$ cat src/rtl/commit_rob.sv
// In-order commit unit with a reorder buffer. Instructions get a tag (tail
// index) when they are dispatched. Completions arrive out of order by tag on
// NUM_FU channels. The head entry retires in program order to the regfile
// port, and also to the PC generator when the entry redirects. Retiring a
// redirect entry raises flush and empties the buffer.
module commit_rob #(
   parameter  int XLEN      = 32,
   parameter  int NUM_FU    = 3,
   parameter  int ROB_DEPTH = 8,
   localparam int TAG_W     = $clog2(ROB_DEPTH)
) (
   input  logic                     clk,
   input  logic                     rst,
   input  logic                     disp_tvalid,
   output logic                     disp_tready,
   input  logic [4:0]               disp_rd,
   output logic [TAG_W-1:0]         disp_tag,
   input  logic [NUM_FU-1:0]        fu_tvalid,
   output logic [NUM_FU-1:0]        fu_tready,
   input  logic [NUM_FU*TAG_W-1:0]  fu_tag,
   input  logic [NUM_FU*XLEN-1:0]   fu_result,
   input  logic [NUM_FU-1:0]        fu_redirect,
   input  logic [NUM_FU*XLEN-1:0]   fu_target,
   output logic                     wbrf_tvalid,
   input  logic                     wbrf_tready,
   output logic [4:0]               wbrf_rd,
   output logic [XLEN-1:0]          wbrf_data,
   output logic                     wbpcg_tvalid,
   input  logic                     wbpcg_tready,
   output logic [XLEN-1:0]          wbpcg_target,
   output logic                     flush,
   output logic [TAG_W:0]           count
);

   localparam logic [TAG_W:0] PTR_ONE = (TAG_W+1)'(1);

   logic [TAG_W:0]          head, tail;
   logic [TAG_W-1:0]        hidx, tidx;
   logic [ROB_DEPTH-1:0]    busy, done;
   logic [ROB_DEPTH-1:0]    redir_q;
   logic [4:0]              rd_q  [ROB_DEPTH];
   logic [XLEN-1:0]         res_q [ROB_DEPTH];
   logic [XLEN-1:0]         tgt_q [ROB_DEPTH];
   logic                    wb_sent, pc_sent;

   logic                    full, head_ready, head_redir;
   logic [4:0]              head_rd;
   logic                    wb_ok, pc_ok, retire, alloc;

   logic [ROB_DEPTH-1:0]    comp_we, comp_redir;
   logic [XLEN-1:0]         comp_res [ROB_DEPTH];
   logic [XLEN-1:0]         comp_tgt [ROB_DEPTH];

   assign hidx = head[TAG_W-1:0];
   assign tidx = tail[TAG_W-1:0];
   assign full = (head[TAG_W] != tail[TAG_W]) && (hidx == tidx);
   assign count = tail - head;

   assign head_ready = busy[hidx] && done[hidx];
   assign head_rd    = rd_q[hidx];
   assign head_redir = redir_q[hidx];

   // Each sent flag masks a handshake that is already done, so only the
   // handshakes still outstanding keep the entry at the head.
   assign wbrf_tvalid  = head_ready && (head_rd != 5'd0) && !wb_sent;
   assign wbpcg_tvalid = head_ready && head_redir && !pc_sent;
   assign wbrf_rd      = head_rd;
   assign wbrf_data    = res_q[hidx];
   assign wbpcg_target = tgt_q[hidx];

   assign wb_ok  = !wbrf_tvalid || wbrf_tready;
   assign pc_ok  = !wbpcg_tvalid || wbpcg_tready;
   assign retire = head_ready && wb_ok && pc_ok;
   assign flush  = retire && head_redir;

   assign disp_tready = !full && !flush;
   assign disp_tag    = tidx;
   assign alloc       = disp_tvalid && disp_tready;

   assign fu_tready = '1;

   // Route each completion to its entry. The loop runs from the highest channel
   // down, so when two channels carry the same tag the lowest channel wins.
   always_comb begin
      comp_we    = '0;
      comp_redir = '0;
      for (int e = 0; e < ROB_DEPTH; e++) begin
         comp_res[e] = '0;
         comp_tgt[e] = '0;
      end
      for (int i = NUM_FU-1; i >= 0; i--) begin
         if (fu_tvalid[i] && !flush && busy[fu_tag[i*TAG_W +: TAG_W]]) begin
            comp_we[fu_tag[i*TAG_W +: TAG_W]]    = 1'b1;
            comp_redir[fu_tag[i*TAG_W +: TAG_W]] = fu_redirect[i];
            comp_res[fu_tag[i*TAG_W +: TAG_W]]   = fu_result[i*XLEN +: XLEN];
            comp_tgt[fu_tag[i*TAG_W +: TAG_W]]   = fu_target[i*XLEN +: XLEN];
         end
      end
   end

   // Control state: pointers, per-entry busy/done bits, head sent flags.
   always_ff @(posedge clk or posedge rst) begin
      if (rst) begin
         head    <= '0;
         tail    <= '0;
         busy    <= '0;
         done    <= '0;
         wb_sent <= 1'b0;
         pc_sent <= 1'b0;
      end else if (flush) begin
         head    <= '0;
         tail    <= '0;
         busy    <= '0;
         done    <= '0;
         wb_sent <= 1'b0;
         pc_sent <= 1'b0;
      end else begin
         done <= done | comp_we;
         if (retire) begin
            busy[hidx] <= 1'b0;
            head       <= head + PTR_ONE;
            wb_sent    <= 1'b0;
            pc_sent    <= 1'b0;
         end else begin
            if (wbrf_tvalid && wbrf_tready)   wb_sent <= 1'b1;
            if (wbpcg_tvalid && wbpcg_tready) pc_sent <= 1'b1;
         end
         // The allocated entry is never busy, so no completion targets it this cycle.
         if (alloc) begin
            busy[tidx] <= 1'b1;
            done[tidx] <= 1'b0;
            tail       <= tail + PTR_ONE;
         end
      end
   end

   // Entry payload. Validity comes from busy/done, so these registers need no reset.
   always_ff @(posedge clk) begin
      if (alloc) rd_q[tidx] <= disp_rd;
      for (int e = 0; e < ROB_DEPTH; e++) begin
         if (comp_we[e]) begin
            res_q[e]   <= comp_res[e];
            redir_q[e] <= comp_redir[e];
            tgt_q[e]   <= comp_tgt[e];
         end
      end
   end

endmodule

$ cat config.mk
export PLATFORM = sky130hd
export DESIGN_NAME = commit_rob
export DESIGN_NICKNAME = d
export VERILOG_FILES = /design/src/rtl/commit_rob.sv
export SDC_FILE = /design/constraint.sdc
export NUM_CORES = 2
export LEC_CHECK = 0
export CORE_AREA = 5 5 281 283
export CTS_BUF_LIST = sky130_fd_sc_hd__clkbuf_8
export CTS_CLUSTER_SIZE = 14
export DETAILED_ROUTE_END_ITERATION = 8
export DIE_AREA = 0 0 286 288
export SLEW_MARGIN = 20
export SYNTH_ARGS = -nofsm -noshare
export SYNTH_HDL_FRONTEND = slang
export SYNTH_SLANG_ARGS = --single-unit
export TNS_END_PERCENT = 10
$ cat constraint.sdc
create_clock -name clk -period 13.4 [get_ports clk]
set_input_delay 2.68 -clock clk [delete_from_list [all_inputs] [get_ports clk]]
set_output_delay 2.68 -clock clk [all_outputs]
set_load 0.03 [all_outputs]
Word-level counts from Yosys, hierarchy flattened
Memory sizes are Yosys's and may differ from the RTL's.
Index checks and enable logic that the tools add are counted.
W data, S select, Z words.
{"block": "word_totals", "regBits": 34, "latch_bits": 0, "mem_bits_rw": 552, "rom_bits": 0, "input_bits": 217, "word_cells": 172, "n_memories": 3}
{"block": "op_classes", "n_addsub": 3, "multipliers": 0, "n_div": 0, "n_lt_le_gt_ge": 16, "n_eq_ne": 2, "shifts": 0, "mux": 80, "bitwise": 14, "n_reduce_logical": 40}
{"name": "res_q", "depth": 8, "word_bits": 32, "rd": 1, "rd_ports_with_merged_regs": 0, "write_ports": 8, "line_no": "42", "text": "logic [XLEN-1:0] res_q [ROB_DEPTH];"}
{"name": "tgt_q", "depth": 8, "word_bits": 32, "rd": 1, "rd_ports_with_merged_regs": 0, "write_ports": 8, "line_no": "43", "text": "logic [XLEN-1:0] tgt_q [ROB_DEPTH];"}
{"name": "rd_q", "depth": 8, "word_bits": 5, "rd": 1, "rd_ports_with_merged_regs": 0, "write_ports": 1, "line_no": "41", "text": "logic [4:0] rd_q [ROB_DEPTH];"}
{"cell": "$mux W256", "count": 6}
{"cell": "$bwmux W256", "count": 4}
{"cell": "$and A256 B256 Y256", "count": 2}
{"cell": "$demux W32 S3", "count": 3}
{"cell": "$mux W32", "count": 3}
{"cell": "$mux W8", "count": 12}
{"cell": "$mux W1", "count": 35}
{"cell": "$or A8 B8 Y8", "count": 4}
{"cell": "$logic_and A1 B1 Y1", "count": 27}
{"cell": "$and A8 B8 Y8", "count": 3}
{"cell": "$lt A3 B4 Y1 const B", "count": 5}
{"cell": "$bmux W1 S3", "count": 6}
{"cell": "$bwmux W8", "count": 2}
{"cell": "$mux W4", "count": 4}
{"cell": "$not A8 Y8", "count": 2}
{"cell": "$demux W1 S3", "count": 5}
{"cell": "$ge A3 B1 Y1 const B", "count": 5}
{"cell": "$ge A4 B4 Y1 const B", "count": 3}
{"cell": "$lt A4 B1 Y1 const B", "count": 3}
{"cell": "$not A3 Y4", "count": 3}
{"cell": "$add A4 B1 Y4 const B", "count": 2}
{"cell": "$logic_not A1 Y1", "count": 6}
{"cell": "$reduce_bool A3 Y1", "count": 2}
{"cell": "$reduce_bool A5 Y1", "count": 1}
{"cell": "other kinds (5)", "count": 7}

Longest topological paths before layout
{"block": "logic_depth", "ltp_word": 22, "ltp_mapped": 14}

Worst setup path before layout
OpenSTA, ideal clock, no wires.
{"block": "synth_timing", "path_kind": "input to register", "startpoint": "in fu_tag[5]", "endpoint": "reg redir_q[4] (enable)", "setup_ps": 510, "t_arrival_ps": 7452, "slack_ps": 5438, "stages": 7, "n_path_buf": 3, "cell_sequence": "clkbuf_1 inv_1 nor4_1 clkbuf_1 clkbuf_1 a21oi_1 a21oi_1"}
{"block": "synth_via", "elab_chain_cells": 8, "word_cells_on_any_way": 12, "cone_classes": "order compare: 2; mux: 6; bitwise: 2; reduce/logical: 2"}
{"item": "start: declaration", "line_no": "20", "text": "input logic [NUM_FU*TAG_W-1:0] fu_tag,"}
{"item": "$lt A3 B4 Y1 (implied by the code) / $ge A3 B1 Y1 (equally long branches)", "line_no": "93", "text": "comp_we[fu_tag[i*TAG_W +: TAG_W]] = 1'b1;"}
{"item": "$logic_and A1 B1 Y1 (implied by the code)", "line_no": "93"}
{"item": "$mux W1 (implied by the code)", "line_no": "93"}
{"item": "$demux W1 S3", "line_no": "93"}
{"item": "$or A8 B8 Y8 (no line)"}
{"item": "$mux W8 (*)", "line_no": "92", "text": "if (fu_tvalid[i] && !flush && busy[fu_tag[i*TAG_W +: TAG_W]]) begin"}
{"item": "$or A8 B8 Y8 (no line)"}
{"item": "$mux W8 (*)", "line_no": "92"}
{"item": "via comp_we[4]", "line_no": "50", "text": "logic [ROB_DEPTH-1:0] comp_we, comp_redir;"}
{"item": "end signal: indexed assignment", "line_no": "143", "text": "redir_q[e] <= comp_redir[e];"}
{"item": "end: declaration", "line_no": "40", "text": "logic [ROB_DEPTH-1:0] redir_q;"}
The timed path passes the listed nets; every way through them passes the cells marked *. The select of a mux whose other input is x is not followed.
A chain may end at the register's enable or synchronous reset.

Worst setup path after layout
{"block": "layout_timing", "startpoint": "in wbpcg_tready", "endpoint": "out flush"}
{"block": "layout_via", "elab_chain_cells": 3}
{"item": "start: declaration", "line_no": "29", "text": "input logic wbpcg_tready,"}
{"item": "$logic_or A1 B1 Y1", "line_no": "72", "text": "assign pc_ok = !wbpcg_tvalid || wbpcg_tready;"}
{"item": "$logic_and A1 B1 Y1", "line_no": "73", "text": "assign retire = head_ready && wb_ok && pc_ok;"}
{"item": "$logic_and A1 B1 Y1", "line_no": "74", "text": "assign flush = retire && head_redir;"}
{"item": "end: declaration", "line_no": "31", "text": "output logic flush,"}
Every way passes these cells.

==> flow_summary_export.csv <==
group,metric,value,unit
placed_design,io_buffers,296,
power_and_ir_drop,power,6720,uW
global_route,grt_max_degree,132,
synth,synth_flop_cell,"edfxtp_1",
timing,maxSlewHeadroom,19.9,%
critical_path,crit_path_max_fanout,75,
placed_design,place_area,37300,um2
placed_design,place.detailed.hpwl,75100,um
floorplanning,ios,300,
floorplanning,die_y,288,um
timing,final_max_slew_viol_count,0,
timing,hold-worst-slack,0.543,ns
global_route,grt_pass1_wl,215000,um
final_layout,layout_common_cells,"edfxtp_1 (560), a22oi_1 (451), nand2_1 (418)",
clock_network,clock-sinks,586,
power_and_ir_drop,power.density,171,nW/um2
critical_path,start_kind,"input port",
floorplanning,coreArea,76400,um2
route,via_per_inst,7.38,
route,wl_per_cell,33.7,um
clock_network,clk_latency,0.72,ns
clock_network,cts_tree,"built",
synth,seq_area_frac_synth,51.5,%
power_and_ir_drop,swShare,41.6,%
power_and_ir_drop,p_int,3920,uW
global_route,grt_use_total,34.9,%
timing,worst_pin_slew,1.20,ns
final_layout,final_common_cell,"edfxtp_1",
synth,syn_area_per_cell,10.2,um2
final_layout,areaGrowthSynthToFinish,15.9,%
critical_path,regToRegSetupSlack,7.13,ns
synth,syn_inst,3317,
timing,finalCritPeriodShare,65.6,%
status,status,"complete, but fails checks",
global_route,antenna_found_initial,17,
critical_path,rr_worst_depth,11,
clock_network,path_clk_slew,0.06,ns
route,vias,33100,
run,drv_cap,0,
synth,synth_cell_type_count,60,
clock_network,cts_buffers,103,
critical_path,crit_path_end,"flush",
hold_path,min_path_type,"flop to flop",
clock_network,cts_hold_buf,0,
power_and_ir_drop,vdd_drop_max,0.000124,V
global_route,overflow,0,
power_and_ir_drop,p_clk_share,24.0,%
timing,rsz0062_at_grt,"no",
clock_network,clock_path_buffers,3,
synth,synthTopCellsByArea,"edfxtp_1 (50%), a22oi_1 (10%), a32oi_1 (5.0%)",
critical_path,worstPathRequired,10.72,ns
critical_path,r2r-end,"res_q[4][21]",
power_and_ir_drop,seqPwrFrac,35.4,%
status,violations,"design-rule violations",
synth,synthArstFlopShare,4.44,%
final_layout,nets,3626,
timing,hold_viol_final,0,
global_route,grt_pass1_vias,31700,
timing,setup_violations,0,
synth,syn-cell-area,33900,um2
synth,synth_area_leader_cell,"edfxtp_1",
timing,fin_crit,8.80,ns
floorplanning,die_area,82400,um2
synth,synth_warnings,0,
power_and_ir_drop,switchingPower,2790,uW
timing,clock.fmax,0.114,GHz
timing,setup_tns,0,ns
clock_network,clockRootBuffer,"clkbuf_8",
critical_path,cp-startpoint,"wbpcg_tready",
critical_path,critPathKind,"input port to output pin",
floorplanning,start_util,44.3,%
clock_network,cts-resized-gates,0,
clock_network,htree_levels,3,
timing,finClkSkew,0.0291,ns
floorplanning,fp-row-count,102,
route,drc_errors,2,
synth,ys_seq_elements,586,
power_and_ir_drop,comb_power_share,40.6,%
critical_path,cp.arrival,6.12,ns
critical_path,r2r-start,"head[0]",
power_and_ir_drop,leakage,0.0122,uW
final_layout,layout-drive-gt1-share,9.59,%
critical_path,endpoint_kind,"output pin",
route,drtIter0Drc,5501,
final_layout,fin_area,39300,um2
synth,synth.top_cell.area_share,49.6,%
route,routed_wirelength,151000,um
synth,synth_edf_count,560,
placed_design,gp_congestion,0.851,
route,dr.pass1.iters,9,
clock_network,post_cts_buffers,0,
route,ant_nets,0,
floorplanning,die_w,286,um
layer usage:
layer  global-route usage, %  share of wire [%]  up-vias
met1                    47.0                 37    15900
met4                    16.6                4.6       10
met3                    8.83                 15      601
met2                    53.1                 44     3164
li1                        -                  -    13400
met5                       0              0.037        -
critical path, stage by stage:
cell and delay [ns]:
clkdlybuf4s50_1 0.49, nor2_1 0.08, nor4b_2 0.82, nand2_1 0.66, inv_8 0.59, clkdlybuf4s50_1 0.78
state kept, by name (all words and copies together) (netlist names):
| name | flops |
|---|---|
| busy | 8 |
| done | 8 |
| head | 4 |
| pc_sent | 1 |
| rd_q | 40 |
| redir_q | 8 |
| res_q | 256 |
| tail | 4 |
| tgt_q | 256 |
| wb_sent | 1 |
through the flow:
stage / worst slack (ns) / std cells / utilization [%]
finish: 4.60 / 4484 / 51.4
global route: 4.49 / 4480 / 51.4
CTS: 4.64 / 4471 / 51.4
detailed placement: 4.66 / 4286 / 48.8
global placement: 4.72 / 4286 / 48.8
floorplan: 5.44 / 3319 / -
logic make-up (layout without fill, tap and decap cells):
logic type / count (synthesis) / in the layout / synth area share [%]
buffers and inverters: 410 / 574 / 5.04
AO/OA/AOI/OAI: 1300 / 1300 / 27.1
AND/OR/NAND/NOR: 924 / 924 / 12.2
flip-flops: 586 / 586 / 51.5
other: 1 / 16 / 0.0111
XOR/XNOR: 5 / 5 / 0.129
multiplexers: 85 / 85 / 3.76
adder cells (fa/ha/maj): 6 / 6 / 0.244
power by group through the flow:
stage	logic (uW)	clock network [uW]	registers (uW)
after floorplan	1500	0	2380
final	2730	1610	2380
after detailed placement	2660	0	2410
after global placement	2650	0	2400
after global routing	2820	1700	2390
after CTS	2670	1620	2370
synthesized netlist by cell type (19+ instances only):
library cell    n
nand4_1        66
mux2_4         50
a32oi_1       195
o311ai_0       62
nor2_1        172
edfxtp_1      560
buf_2          47
clkbuf_1      306
a22oi_1       451
dfrtp_1        26
o22ai_1       131
a21oi_1       156
nand2_1       419
nand3_1        71
o31ai_1       133
mux2_2         19
o21ai_0       144
nor2b_1        79
nor3_1         82
how the worst min path moves through the flow:
stage	startpoint	end	slack, ns	depth (start not counted)
global placement	wb_sent	wb_sent	0.51	2
floorplan	wb_sent	wb_sent	0.49	2
global route	wb_sent	wb_sent	0.57	2
detailed placement	done[5]	done[5]	0.53	2
CTS	done[5]	done[5]	0.54	2
finish	done[5]	done[5]	0.54	2
cell type report:
cell class / instances / area (um2)
fillers: 6748 / 37200
flip-flops and latches: 586 / 17500
multi-input cells: 2323 / 15000
repair buffers: 369 / 3520
clock buffers: 110 / 1510
well taps: 988 / 1240
clock inverters: 75 / 417
inverters: 20 / 85.1
diodes: 13 / 32.5
Note: power is estimated with default switching activity, not from simulation.
